File: src/rtl/pc_fetch.sv
// Instruction-fetch front end: owns the PC, drives the instruction ROM and registers
// the fetched pc/inst pair into the IF/ID stage with stall, redirect and flush handling.
module pc_fetch #(
    parameter logic [31:0] RESET_PC = 32'h0000_0000,
    parameter int unsigned PC_STEP  = 4
) (
    input  logic        clk,
    input  logic        rst,
    input  logic        stall_if,
    input  logic        stall_id,
    input  logic        branch_flag_i,
    input  logic [31:0] branch_target_i,
    input  logic        flush,
    input  logic [31:0] new_pc,
    input  logic [31:0] inst_i,
    output logic [31:0] pc,
    output logic        ce,
    output logic [31:0] id_pc,
    output logic [31:0] id_inst,
    output logic        id_adel
);

    logic        r_ce;
    logic [31:0] r_pc;
    logic [31:0] r_id_pc;
    logic [31:0] r_id_inst;
    logic        r_id_adel;
    logic        w_misaligned;
    logic [31:0] w_pc_seq;

    assign w_misaligned = |r_pc[1:0];
    // Plain add keeps the low bits, so a misaligned stream stays misaligned until flush.
    assign w_pc_seq     = r_pc + 32'(PC_STEP);

    always_ff @(posedge clk or negedge rst) begin
        if (!rst) begin
            r_ce <= 1'b0;
            r_pc <= RESET_PC;
        end else begin
            r_ce <= 1'b1;
            // The enable edge itself leaves the PC at RESET_PC so it is fetched first.
            if (r_ce) begin
                if (flush) begin
                    r_pc <= new_pc;
                end else if (!stall_if) begin
                    if (branch_flag_i) begin
                        r_pc <= branch_target_i;
                    end else begin
                        r_pc <= w_pc_seq;
                    end
                end
            end
        end
    end

    always_ff @(posedge clk or negedge rst) begin
        if (!rst) begin
            r_id_pc   <= 32'h0;
            r_id_inst <= 32'h0;
            r_id_adel <= 1'b0;
        end else if (!r_ce || flush || (stall_if && !stall_id)) begin
            r_id_pc   <= 32'h0;
            r_id_inst <= 32'h0;
            r_id_adel <= 1'b0;
        end else if (!stall_if) begin
            r_id_pc   <= r_pc;
            r_id_inst <= w_misaligned ? 32'h0 : inst_i;
            r_id_adel <= w_misaligned;
        end
    end

    assign pc      = r_pc;
    assign ce      = r_ce;
    assign id_pc   = r_id_pc;
    assign id_inst = r_id_inst;
    assign id_adel = r_id_adel;

endmodule

File: config.mk
export PLATFORM = sky130hd
export DESIGN_NAME = pc_fetch
export DESIGN_NICKNAME = d
export VERILOG_FILES = /design/src/rtl/pc_fetch.sv
export SDC_FILE = /design/constraint.sdc
export NUM_CORES = 1
export LEC_CHECK = 0
export ABC_AREA = 1
export BUFFER_PORTS_ARGS = -buffer_cell sky130_fd_sc_hd__buf_2
export CAP_MARGIN = 20
export CORE_ASPECT_RATIO = 0.9
export CORE_MARGIN = 10
export CORE_UTILIZATION = 43
export CTS_CLUSTER_DIAMETER = 80
export DETAILED_ROUTE_END_ITERATION = 12
export GPL_ROUTABILITY_DRIVEN = 0
export GPL_TIMING_DRIVEN = 0
export PLACE_DENSITY_LB_ADDON = 0.2
export REMOVE_ABC_BUFFERS = 1
export SKIP_LAST_GASP = 1
export SLEW_MARGIN = 20
export SYNTH_ARGS = -nofsm -noshare
export SYNTH_HDL_FRONTEND = slang
export SYNTH_SLANG_ARGS = --single-unit
File: constraint.sdc
create_clock -name clk -period 3.3 [get_ports clk]
set_input_delay 0.33 -clock clk [delete_from_list [all_inputs] [get_ports clk]]
set_output_delay 0.33 -clock clk [all_outputs]
set_load 0.05 [all_outputs]
# Word-level counts from Yosys, hierarchy flattened
# Cells that the tools add are included.
totals:
  romBits: 0
  memories: 0
  reg_bits: 98
  latch_bits: 0
  out_inout_bits: 98
  ram_bits: 0
op_classes:
  mul: 0
  n_bitwise: 0
  div_mod_pow: 0
  reduce_logical: 7
  n_eq_ne: 2
  shifts: 0
  n_addsub: 1
  n_lt_le_gt_ge: 0
  mux: 10
ops:
  columns: ["cell", "count"]
  rows:
  - ["2-to-1 mux 32 bit", 8]
  - ["adder 32 x 3 -> 32 bit (second input constant)", 1]
  - ["!= test 2 x 1 -> 1 bit (second input constant)", 2]
  - ["zero test 1 bit", 2]
  - ["logical OR 1 bit", 2]
  - ["2-to-1 mux 1 bit", 2]
  - ["AND reduction 2 bit", 1]
  - ["OR reduction 2 bit", 1]
  - ["logical AND 1 bit", 1]

# Logic depth before layout (Yosys ltp)
logic_depth:
  ltp_word: 4
  ltp_mapped: 9
  ltp_nobuf: 9

# Least setup slack after synthesis
# OpenSTA, ideal clock, no wires.
synth_timing:
  path_kind: "register to register"
  startpoint: "register r_pc[3], in the netlist pc[3]"
  endpoint: "register r_pc[26], in the netlist pc[26]"
  setup_slack_ns: 1.519
  path_stages_with_launch: 9
  setup_time_ns: 0.129
  t_arrival_ns: 1.653
  period_less_slack_ns: 1.781
  path_buffers: 0
  path_cell_list: "dfrtp_1 -> ha_1 -> nand2_1 -> nor2_2 -> nand2_2 -> nor2_4 -> nand3_1 -> nand3_1 -> a21oi_1"
synth_between:
  elab_chain_cells: 4
synth_rtl:
  columns: ["element", "line_no", "text"]
  rows:
  - ["start: declaration", "24", "logic [31:0] r_pc;"]
  - ["start signal: assignment", "44", "r_pc <= new_pc;"]
  - ["start signal: assignment", "47", "r_pc <= branch_target_i;"]
  - ["start signal: assignment", "49", "r_pc <= w_pc_seq;"]
  - ["adder 32 x 3 -> 32 bit", "33", "assign w_pc_seq = r_pc + 32'(PC_STEP);"]
  - ["2-to-1 mux 32 bit", "46", "if (branch_flag_i) begin"]
  - ["2-to-1 mux 32 bit", "45", "end else if (!stall_if) begin"]
  - ["2-to-1 mux 32 bit", "43", "if (flush) begin"]
# No other way between the ends. The select of a mux whose other input is x is not followed.
# A chain may end at the register's enable or synchronous reset.

# Final worst setup path
layout_timing:
  startpoint: "input flush"
  endpoint: "register r_pc[7], in the netlist pc[7]"
layout_between:
  elab_chain_cells: 2
layout_rtl:
  columns: ["element", "line_no", "text"]
  rows:
  - ["start: declaration", "13", "input logic flush,"]
  - ["!= test 2 x 1 -> 1 bit (no source line)", null, null]
  - ["AND reduction 2 bit (no source line)", null, null]
# Several ways; a longest one is shown, not always the timed one.

==> metrics.yaml <==
antenna-diode-count: 0
ys_warn_count: 0
cp-start-kind: "primary input"
via_per_inst: 5.39
maxCapViolations: 0
cp_max_fo: 35
rows: 37
die-area_um2: 16500
drive_gt1_frac: 0.298
seq_area_frac_synth: 0.485
vdd_drop_max_uv: 374
dpl_cell_area_um2: 6160
insertion_delay_ns: 0.35
hold_viol_final: 0
synth_flop_cell: "dfrtp_1"
wl_per_cell_um: 17.4
tritoncts: "built"
report.final.setup_viol: 0
final_nets: 921
outcome: "finished, final reports clean"
cts_buffers: 9
ys_types: 30
grt_pass1_wl_um: 27600
yosysMostFrequentCell: "nand2_1"
critPathCaptureType: "register"
synth_top_area_cell: "dfrtp_1"
setup_slack_ns: 0.885
start_util: 0.440
place_inst: 962
grt_max_degree: 67
io_pins: 200
die_x_um: 134
num_vias: 5272
period_minus_slack_ns: 2.41
synth_seq_cells: 98
drcViolationCount: 0
grt_setup_unrepaired: "no"
syn_to_final_growth_pct: 28.0
hp-class: "primary input to register"
synth_area_um2: 5050
yosys-top-cells-count: "114 x nand2_1, 98 x dfrtp_1, 82 x nor2_1"
synth_area_leaders: "dfrtp_1 49%, nand2_1 8.5%, nand3_1 7.7%"
p_leak_nw: 3.30
finalMaxSlewViolations: 0
cts.clk_slew.worst_paths_ns: 0.07
syn_inst: 643
layout.cells.non_filler: 979
wl_um: 17000
required_ns: 3.51
fmax_mhz: 414
tns_ns: 0
grt-ovfl-total: 0
cts.sinks: 98
dp_hpwl_um: 12200
drt_first_pass_iters: 4
critical_path_class: "primary input to register"
post-route-period-util: 0.732
h-tree-depth: 3
root_buffer: "clkbuf_16"
hold_slack_ns: 0.233
synth_edf_count: 0
pwr_density_cell_nw_per_um2: 521
dp_slack_ns: 0.524
netlist.area_leader.share: 0.485
grt_pass1_vias: 5369
syn_avg_cell_area_um2: 7.86
die_height_um: 123
portBuffers: 199
fill_cells: 1135
design_area_um2: 6470
final_antenna_net_count: 0
drt_iter0_markers: 343
grt_util_all_layers: 0.206
skew_ns: 0.00495
postCtsSetupBuffers: 0
antenna_found_initial: 0
core_area_um2: 11500
worst_pin_slew_ns: 0.827
max_slew_margin: 0.447
worst_ep_arrival_time_ns: 2.63
cts_buffer_depth: 2
synthArstFlopShare: 1.00
==> cell type report <==
class | instances | area (um^2) | share of cell area
flip-flops and latches | 98 | 2450 | 0.379
multi-input cells | 462 | 2270 | 0.351
repair buffers | 203 | 1100 | 0.170
clock buffers | 10 | 239 | 0.0370
well taps | 156 | 195 | 0.0302
inverters | 44 | 165 | 0.0255
clock inverters | 6 | 48.8 | 0.00755
==> flip-flops by register name, indices dropped and copies added (netlist names) <==
name     flops
id_inst     32
id_pc       32
id_adel      1
ce           1
pc          32
==> metrics by stage <==
step                 util  power, W
global placement    0.527   0.00234
detailed placement  0.537   0.00237
CTS                 0.563   0.00340
finish              0.563   0.00337
floorplan               -   0.00203
global route        0.563   0.00354
==> worst max-delay path: stages <==
cell and delay [ns]:
buf_2 0.60, inv_2 0.12, nand2_2 0.14, nand2_2 0.36
inv_2 0.67, nand3_1 0.14, a21oi_1 0.18, a21oi_1 0.05
==> cell usage in the layout, fill, tap and decap left out, types with 2 or more instances in the layout <==
cell type,netlist,routed
buf_2,10,197
nand3_1,78,77
inv_6,0,2
inv_2,5,5
nor2_4,5,8
a31oi_1,8,8
nand2_2,6,6
clkbuf_16,0,9
a21oi_1,52,52
a22oi_1,6,6
o211ai_1,5,5
buf_16,0,3
a41oi_1,4,4
o21ai_0,69,69
nor2_1,82,81
o21ai_1,3,3
nor2_2,7,5
clkinvlp_4,0,3
nand2_1,114,114
inv_1,39,39
a221oi_1,15,15
dfrtp_1,98,98
and2_1,2,2
==> per-layer routing <==
metal	vias to the layer above	global-route usage	share of wire
li1	2527	-	-
met1	2499	0.256	0.43
met2	232	0.337	0.46
met3	14	0.0780	0.11
met4	0	0.0455	0.010
met5	-	0	0
==> path summary, 6_finish.rpt <==
kind | from | cells past startpoint | endpoint | slack, ns
hold / removal | inst_i[3] | 3 | id_inst[3] | 0.23
max in group asynchronous | rst | 3 | pc[3] | 2.22
setup / recovery | flush | 8 | pc[7] | 0.89
min in group asynchronous | rst | 2 | id_inst[0] | 0.44
hold reg to reg | id_pc[4] | 2 | id_pc[4] | 0.50
setup reg to reg | ce | 5 | pc[7] | 1.29
==> cell families after synthesis <==
group,Yosys count,share of synthesized area
and+or+nand+nor,296,0.256
AOI/OAI and AO/OA,164,0.185
other,1,0.000742
DFF,98,0.485
adders and majority gates,1,0.00248
buffers and inverters,83,0.0701
==> power breakdown <==
part	internal [W]	switching (W)
Clock	0.000539	0.000482
Sequential	0.00129	0.000118
Combinational	0.000238	0.000699
==> what timing repair did <==
item	in CTS	in global routing
hold buffers	1	0
resized for setup	0	0
endpoints found under the hold margin	33	0
endpoints found under the setup margin	0	0
(Power assumes the default switching activity.)
